--- config.mk ---
export PLATFORM = sky130hd
export DESIGN_NAME = clk_lock_mon
export DESIGN_NICKNAME = d
export VERILOG_FILES = /design/src/rtl/clk_lock_mon_pkg.sv /design/src/rtl/clk_lock_mon_sync_2ff.sv /design/src/rtl/clk_lock_mon.sv
export SDC_FILE = /design/constraint.sdc
export NUM_CORES = 1
export LEC_CHECK = 0
export BUFFER_PORTS_ARGS = -buffer_cell sky130_fd_sc_hd__buf_2
export CAP_MARGIN = 30
export CORE_AREA = 8 8 73 75
export CTS_BUF_LIST = sky130_fd_sc_hd__clkbuf_8 sky130_fd_sc_hd__clkbuf_16
export CTS_CLUSTER_SIZE = 24
export DETAILED_ROUTE_END_ITERATION = 8
export DIE_AREA = 0 0 81 83
export SYNTH_ARGS = -nofsm -noshare
export SYNTH_HDL_FRONTEND = slang
export SYNTH_SLANG_ARGS = --single-unit
export TNS_END_PERCENT = 10
--- constraint.sdc ---
create_clock -name BUS_CLK -period 2.1 [get_ports BUS_CLK]
set_input_delay 0.525 -clock BUS_CLK [delete_from_list [all_inputs] [get_ports BUS_CLK]]
set_output_delay 0.525 -clock BUS_CLK [all_outputs]
set_load 0.02 [all_outputs]
--- src/rtl/clk_lock_mon_pkg.sv ---
// clk_lock_mon shared types: FSM state encoding, loss counter width
// and the unsigned tolerance-window check.
package clk_lock_mon_pkg;

    typedef enum logic [1:0] {
        WAIT_LOCK = 2'd0,
        SETTLE    = 2'd1,
        MEASURE   = 2'd2,
        RUN       = 2'd3
    } state_e;

    localparam int LOSS_W = 8;

    // Lower bound clamps at zero when the tolerance exceeds the target
    function automatic logic in_tol(
        input int unsigned cnt,
        input int unsigned exp_v,
        input int unsigned tol
    );
        int unsigned lo;
        lo = (exp_v > tol) ? exp_v - tol : 0;
        return (cnt >= lo) && (cnt <= exp_v + tol);
    endfunction

endpackage

--- src/rtl/clk_lock_mon_sync_2ff.sv ---
// sync_2ff: two-flop synchroniser for one asynchronous level,
// async active-low reset.
module sync_2ff (
    input  logic clk_i,
    input  logic rst_ni,
    input  logic d_i,
    output logic q_o
);

    logic meta_q;
    logic sync_q;

    always_ff @(posedge clk_i or negedge rst_ni) begin
        if (!rst_ni) begin
            meta_q <= 1'b0;
            sync_q <= 1'b0;
        end else begin
            meta_q <= d_i;
            sync_q <= meta_q;
        end
    end

    assign q_o = sync_q;

endmodule

--- src/rtl/clk_lock_mon.sv ---
// clk_lock_mon: DCM lock / ADC_ENC frequency supervisor and ADC reset
// sequencer. Define CLK_LOCK_MON_FREQ_CHECK_EN to enable frequency windows.
module clk_lock_mon
    import clk_lock_mon_pkg::*;
#(
    parameter int LOCK_WAIT = 1024,
    parameter int WINDOW    = 4800,
    parameter int ENC_EXP   = 1000,
    parameter int ENC_TOL   = 4,
    parameter int CNT_W     = 16
) (
    input  logic             BUS_CLK,
    input  logic             BUS_RST_N,
    input  logic             LOCKED,
    input  logic             ADC_ENC,
    input  logic             CLR_CNT,
    output logic             RST_OUT,
    output logic             CLK_OK,
    output logic             FREQ_OK,
    output logic [CNT_W-1:0] ENC_FREQ,
    output logic [LOSS_W-1:0] LOSS_CNT,
    output logic [1:0]       STATE
);

    localparam int SW = (LOCK_WAIT > 1) ? $clog2(LOCK_WAIT) : 1;

    logic lock_s;
    logic enc_s;

    sync_2ff u_sync_lock (
        .clk_i  (BUS_CLK),
        .rst_ni (BUS_RST_N),
        .d_i    (LOCKED),
        .q_o    (lock_s)
    );

    sync_2ff u_sync_enc (
        .clk_i  (BUS_CLK),
        .rst_ni (BUS_RST_N),
        .d_i    (ADC_ENC),
        .q_o    (enc_s)
    );

    state_e            state_q, state_d;
    logic [SW-1:0]     settle_q, settle_d;
    logic [LOSS_W-1:0] loss_q, loss_d;
    logic              rst_q, ok_q;
    logic              loss_inc;
    logic              settle_end;
    logic              win_ok;
    logic              win_bad;

    assign settle_end = (settle_q == SW'(LOCK_WAIT - 1));

`ifdef CLK_LOCK_MON_FREQ_CHECK_EN
    localparam state_e SETTLE_NEXT = MEASURE;
    localparam int     WW = (WINDOW > 1) ? $clog2(WINDOW) : 1;

    logic             enc_d_q;
    logic [WW-1:0]    win_q, win_d;
    logic [CNT_W-1:0] edge_q, edge_d;
    logic [CNT_W-1:0] freq_q, freq_d;
    logic [CNT_W-1:0] cnt_now;
    logic             fok_q, fok_d;
    logic             rise, in_win, win_end, good;

    assign rise    = enc_s & ~enc_d_q;
    assign in_win  = (state_q == MEASURE) || (state_q == RUN);
    assign win_end = in_win && (win_q == WW'(WINDOW - 1));
    // Count including this cycle's edge, so a closing-cycle edge is kept
    assign cnt_now = (rise && (edge_q != '1)) ? edge_q + 1'b1 : edge_q;
    assign good    = in_tol(32'(cnt_now), ENC_EXP, ENC_TOL);
    assign win_ok  = win_end && good;
    assign win_bad = win_end && !good;

    always_comb begin
        win_d  = '0;
        edge_d = '0;
        freq_d = freq_q;
        fok_d  = fok_q;
        if (in_win && lock_s) begin
            if (win_end) begin
                freq_d = cnt_now;
                fok_d  = good;
            end else begin
                win_d  = win_q + 1'b1;
                edge_d = cnt_now;
            end
        end
    end

    always_ff @(posedge BUS_CLK or negedge BUS_RST_N) begin
        if (!BUS_RST_N) begin
            enc_d_q <= 1'b0;
            win_q   <= '0;
            edge_q  <= '0;
            freq_q  <= '0;
            fok_q   <= 1'b0;
        end else begin
            enc_d_q <= enc_s;
            win_q   <= win_d;
            edge_q  <= edge_d;
            freq_q  <= freq_d;
            fok_q   <= fok_d;
        end
    end

    assign ENC_FREQ = freq_q;
    assign FREQ_OK  = fok_q;
`else
    localparam state_e SETTLE_NEXT = RUN;

    logic unused_cfg;

    assign unused_cfg = ^{enc_s, 32'(WINDOW), 32'(ENC_EXP), 32'(ENC_TOL)};
    assign win_ok     = 1'b0;
    assign win_bad    = 1'b0;
    assign ENC_FREQ   = '0;
    assign FREQ_OK    = 1'b1;
`endif

    always_comb begin
        state_d  = state_q;
        settle_d = '0;
        loss_inc = 1'b0;
        unique case (state_q)
            WAIT_LOCK: begin
                if (lock_s) state_d = SETTLE;
            end
            SETTLE: begin
                if (!lock_s)         state_d = WAIT_LOCK;
                else if (settle_end) state_d = SETTLE_NEXT;
                else                 settle_d = settle_q + 1'b1;
            end
            MEASURE: begin
                if (!lock_s)     state_d = WAIT_LOCK;
                else if (win_ok) state_d = RUN;
            end
            RUN: begin
                if (!lock_s || win_bad) begin
                    state_d  = WAIT_LOCK;
                    loss_inc = 1'b1;
                end
            end
            default: state_d = WAIT_LOCK;
        endcase
    end

    always_comb begin
        loss_d = loss_q;
        if (CLR_CNT) begin
            loss_d = loss_inc ? LOSS_W'(1) : '0;
        end else if (loss_inc && (loss_q != '1)) begin
            loss_d = loss_q + 1'b1;
        end
    end

    always_ff @(posedge BUS_CLK or negedge BUS_RST_N) begin
        if (!BUS_RST_N) begin
            state_q  <= WAIT_LOCK;
            settle_q <= '0;
            loss_q   <= '0;
            rst_q    <= 1'b1;
            ok_q     <= 1'b0;
        end else begin
            state_q  <= state_d;
            settle_q <= settle_d;
            loss_q   <= loss_d;
            rst_q    <= (state_d != RUN);
            ok_q     <= (state_d == RUN);
        end
    end

    assign RST_OUT  = rst_q;
    assign CLK_OK   = ok_q;
    assign LOSS_CNT = loss_q;
    assign STATE    = state_q;

endmodule

==> out/results.ini, run 1 <==
[finish]
diodes=0
layoutNonFillerInstCount=200
final_nets=156
drive_gt1_share_pct=18.2
areaGrowthSynthToFinish_pct=7.60

[logic_synthesis]
synth.distinct_cells=38
yosysTopAreaCell=dfrtp_1
async_reset_ff_share_pct=100
synth_ff_type=dfrtp_1
synth_edf_count=0
syn-cell-area_sq_um=1330
synth.top_cell.area_share_pct=43.2
syn_inst=134
ys_warn_count=0
synth-seq-cells=24
syn_area_per_cell_sq_um=9.95
synth.most_common_cell=dfrtp_1
yosys-top-cells-area=dfrtp_1 (43%), buf_4 (9.6%), a21oi_1 (3.4%)
ys_seq_area_share_pct=45.1
ys_top_cells_by_count=dfrtp_1 (23), buf_4 (17), a21oi_1 (9), nand3_1 (8), nor2_1 (8)

[pwr]
power_frac_seq_pct=58.7
p_clk_share_pct=34.2
switchingPower_mw=0.200
leakagePower_nw=0.679
peakVddDrop_uv=426
power_density_nw_per_um2=561
intPower_mw=0.606
p_comb_share_pct=7.1
sw_frac_of_total_pct=24.8

[worst_setup_path]
path_max_fanout=7
slowest_stage=dfrtp_1
crit_type=register to register
required_ns=2.25
critPathLaunchType=register
end_kind=register
critPathMaxStageDelay_ns=0.46
cp.arrival_ns=1.91
path_cells=ha_1, and3_1, a211oi_1, mux2_2

[clock_network]
clk_pin_slew_ns=0.08
h-tree-depth=1
clock_sinks=24
clock_path_buffers=2
cts_tree=done
root_buffer=clkbuf_8
postCtsResizedCells=0
cts_setup_buffers=0
clk_latency_ns=0.26
numCtsBuffers=3
holdBufCountCts=0

[timing]
slew_viol_final=0
fmax_mhz=570
tightest_slew_ns=0.551
hold_violations=0
period_share_pct=83.6
relSlewSlack_pct=63.3
fin_setup_tns_ns=0
rsz0062_at_grt=no
setup_violations=0
fin_worst_skew_ns=0.00227
fin_crit_ns=1.76

[status]
status=finished clean

[flow_run]
maxCapViolCount=0

[floorplanning]
ios=34
initial_core_util_pct=31.7
die_x_um=81
die_height_um=83
die-area_sq_um=6720
coreArea_sq_um=4200
rows=24

[place]
dp_hpwl_um=2050
port_buffers=15
place.gp.congestion=0.748
post-place-cells=196

[grt]
grt_max_degree=25
grt_pass1_wl_um=4450
grt.overflow.total=0
antenna_found_initial=0
grt_pass1_vias=980
grt_usage_pct=7.91

[detailed_routing]
ant_nets=0
via_per_inst=5.00
dr_total_vias=999
wire_per_inst_um=13.8
dr.pass1.iters=4
drc_errors=0
routed_wl_um=2770
drt_iter0_drc=51

[worst_hold_path]
hold_class=primary input to asynchronous set/reset pin

## worst max-delay path, delay by kind of cell, from the launching register on
family	cells	cell delay, ns
flip-flops	1	0.46
AND/OR/NAND/NOR	1	0.23
adder cells (fa/ha/maj)	1	0.28
multiplexers	1	0.37
AO/OA/AOI/OAI	1	0.32
## through the flow
step / area [sq um] / worst slack, ns / hold slack (ns) / util, % / power, mW
global route: 1440 / 0.275 / 0.268 / 34.1 / 0.842
detailed placement: 1390 / 0.360 / 0.345 / 33.1 / 0.538
global placement: 1390 / 0.415 / 0.339 / 33.1 / 0.537
finish: 1440 / 0.345 / 0.237 / 34.1 / 0.806
CTS: 1440 / 0.340 / 0.245 / 34.1 / 0.821
floorplan: 1390 / 0.349 / 0.229 / - / 0.545
## power groups by stage
stage	clock, mW	sequential, mW	combinational, mW
2_1_floorplan	0	0.482	0.0632
3_3_place_gp	0	0.482	0.0556
3_5_place_dp	0	0.482	0.0568
4_1_cts	0.291	0.473	0.0567
5_1_grt	0.305	0.474	0.0631
6_report	0.276	0.473	0.0575
## logic make-up (layout without fill, tap and decap cells)
| kind of cell | count (synthesis) | in the layout | share of synthesized area [%] |
|---|---|---|---|
| flip-flops | 24 | 24 | 45.1 |
| adder cells (fa/ha/maj) | 2 | 2 | 1.88 |
| multiplexers | 5 | 5 | 4.13 |
| buffers and inverters | 25 | 24 | 11.9 |
| other | 2 | 17 | 0.563 |
| AO/OA/AOI/OAI | 27 | 27 | 13.6 |
| AND/OR/NAND/NOR | 46 | 46 | 20.8 |
| XOR/XNOR | 3 | 3 | 1.97 |
## cells in the final DEF, fill, tap and decap left out, drive strengths merged, types with 4 or more instances in the layout
cell type | netlist | layout
dfrtp | 23 | 23
conb | 2 | 17
buf | 18 | 15
a21oi | 9 | 9
nand3 | 8 | 8
nor2 | 8 | 8
nor2b | 6 | 6
inv | 5 | 6
and3 | 4 | 4
nand2 | 4 | 4
a211oi | 4 | 4
mux2 | 4 | 4
## flip-flops by register name (all words and copies together), names as in the netlist
signal / cells
RST_OUT: 1
settle_q: 10
LOSS_CNT: 8
u_sync_lock.q_o: 1
u_sync_lock.meta_q: 1
CLK_OK: 1
STATE: 2
## area by class of cell
class	instances	area [sq um]
Multi-Input combinational cell	100	629
Clock inverter	1	3.75
Inverter	5	18.8
Timing Repair Buffer	15	75.1
Fill cell	437	2770
Tap cell	52	65.1
Clock buffer	3	41.3
Sequential cell	24	602
## per-layer routing
metal	wire, um	track usage (%)
met1	1160	8.68
met2	1320	13.9
met3	280	3.23
met4	0	1.14
met5	0	0
## worst paths after layout
path,from,endpoint,slack (ns),depth (start not counted)
worst min register to register,u_sync_lock.meta_q$_DFF_PN0_,u_sync_lock.q_o$_DFF_PN0_,0.37,0
min in group BUS_CLK,LOCKED,u_sync_lock.meta_q$_DFF_PN0_,0.36,1
worst max register to register,LOSS_CNT[0]$_DFFE_PN0P_,LOSS_CNT[4]$_DFFE_PN0P_,0.34,4
worst min-delay path,BUS_RST_N,LOSS_CNT[5]$_DFFE_PN0P_,0.24,1
worst max-delay path,LOSS_CNT[0]$_DFFE_PN0P_,LOSS_CNT[4]$_DFFE_PN0P_,0.34,4
max in group asynchronous,BUS_RST_N,RST_OUT$_DFF_PN1_,1.49,1
No activity file was read; power rests on OpenSTA's default activity.
==> inputs of run 2 (changes only) <==
==> constraint.sdc (replaced) <==
create_clock -name BUS_CLK -period 1.5 [get_ports BUS_CLK]
set_input_delay 0.375 -clock BUS_CLK [delete_from_list [all_inputs] [get_ports BUS_CLK]]
set_output_delay 0.375 -clock BUS_CLK [all_outputs]
set_load 0.02 [all_outputs]
==> run 2 against run 1 <==
Compared with the run above:
- cell count grew 6.5%
- total power grew 47%
- combinational power grew 63%
- maximum frequency grew 21%
- sequential share of layout area shrank 3.9 points
- via count grew 2.5%
- register-to-register slack lost 0.30 ns
- sequential power grew 39%
- clock skew grew 0.00065 ns
==> out/results.ini, run 2 (same netlist as run 1, synthesis figures left out) <==
[status]
status=finished clean

[finish]
drive_gt1_share_pct=30.4
final_cell_mix=dfrtp_1 (21), conb_1 (17), buf_2 (15)
regMostFlops=settle_q
utilization_pct=37.8
final_nets=169
fill_cells=445
areaGrowthSynthToFinish_pct=19.2
final_common_cell=dfrtp_1
largest_reg_flops=10
diodes=0
layoutNonFillerInstCount=213

[floorplanning]
ios=34
rows=24
die_x_um=81
die-area_sq_um=6720
die_height_um=83
initial_core_util_pct=31.7
coreArea_sq_um=4200

[place]
post-place-cells=209
port_buffers=15
dp_hpwl_um=2220
place_ws_ns=0.0619
place.gp.congestion=0.735

[worst_setup_path]
crit_type=register to register
cp.arrival_ns=1.61
path_max_fanout=6
end_kind=register
critPathLaunchType=register
required_ns=1.66

[grt]
grt_usage_pct=8.75
grt_use_met3_pct=3.77
use_met2_pct=15.0
grt_pass1_wl_um=4880
grt_max_degree=25
busiest_layer=met2
antenna_found_initial=0
grt.overflow.total=0
grt_pass1_vias=1055
met1_usage_pct=10.0

[pwr]
power_density_nw_per_um2=746
leakagePower_nw=0.743
peakVddDrop_uv=558
power_mw=1.19

[detailed_routing]
ant_nets=0
via_per_inst=4.81
drc_errors=0
drt_iter0_drc=36
dr.pass1.iters=4
routed_wl_um=2850
dr_total_vias=1024
wire_per_inst_um=13.4

[clock_network]
clk_pin_slew_ns=0.08
clock_sinks=24
cts_tree=done
root_buffer=clkbuf_8
clock_path_buffers=2
numCtsBuffers=3
h-tree-depth=1
clk_latency_ns=0.26
holdBufCountCts=0

[timing]
fin_worst_skew_ns=0.00291
worst_slack_ns=0.0489
setup_violations=0
tightest_slew_ns=0.555
slew_viol_final=0
rsz0062_at_grt=no
period_share_pct=96.7
fin_crit_ns=1.45
relSlewSlack_pct=63.0
hold_violations=0
fin_setup_tns_ns=0
fmax_mhz=689

[worst_hold_path]
hold_class=primary input to asynchronous set/reset pin

[flow_run]
maxCapViolCount=0

-- run 2: metrics by stage --
| stage | cell area (sq um) | hold slack (ns) |
|---|---|---|
| 5_1_grt | 1590 | 0.127 |
| 3_5_place_dp | 1530 | 0.335 |
| 3_3_place_gp | 1530 | 0.338 |
| 4_1_cts | 1590 | 0.0936 |
| 2_1_floorplan | 1450 | 0.0794 |
| 6_report | 1590 | 0.0876 |
-- run 2: final timing paths --
kind                                                    from                            to  slack (ns)  cells after the start
worst max-delay path                 LOSS_CNT[1]$_DFFE_PN0P_       LOSS_CNT[3]$_DFFE_PN0P_        0.05                      4
worst min-delay path                               BUS_RST_N       LOSS_CNT[4]$_DFFE_PN0P_        0.09                      1
worst max register to register       LOSS_CNT[1]$_DFFE_PN0P_       LOSS_CNT[3]$_DFFE_PN0P_        0.05                      4
worst min register to register  u_sync_lock.meta_q$_DFF_PN0_     u_sync_lock.q_o$_DFF_PN0_        0.35                      0
max in group asynchronous                          BUS_RST_N       LOSS_CNT[1]$_DFFE_PN0P_        1.01                      1
min in group BUS_CLK                                  LOCKED  u_sync_lock.meta_q$_DFF_PN0_        0.21                      1
-- run 2: power by group --
| part | internal (mW) | total (mW) | switching, mW |
|---|---|---|---|
| Clock | 0.234 | 0.434 | 0.200 |
| Combinational | 0.0195 | 0.0939 | 0.0744 |
| Sequential | 0.653 | 0.658 | 0.00490 |
| Total | 0.907 | 1.19 | 0.279 |
-- run 2: critical path: stages, from the launching register on --
cell and delay (ns):
dfrtp_2 0.43, ha_4 0.18, and3_4 0.18, a211oi_2 0.24, mux2_4 0.32
-- run 2: routing by layer --
metal | wire length, um | share of wire, %
met1 | 1160 | 41
met2 | 1460 | 51
met3 | 227 | 8.0
met4 | 7 | 0.25
met5 | 0 | 0
-- run 2: repair_timing --
action	4_1_cts	5_1_grt
resized for setup	0	1
setup buffers	0	0
setup endpoints to repair	0	1
-- run 2: final cells by class --
cell class	count	area, sq um	area share (%)
sequential	24	604	38.0
timing repair buffer	28	173	10.9
tap	52	65.1	4.09
clock buffer	4	55.1	3.46
multi-input combinational	100	674	42.4
inverter	5	18.8	1.18
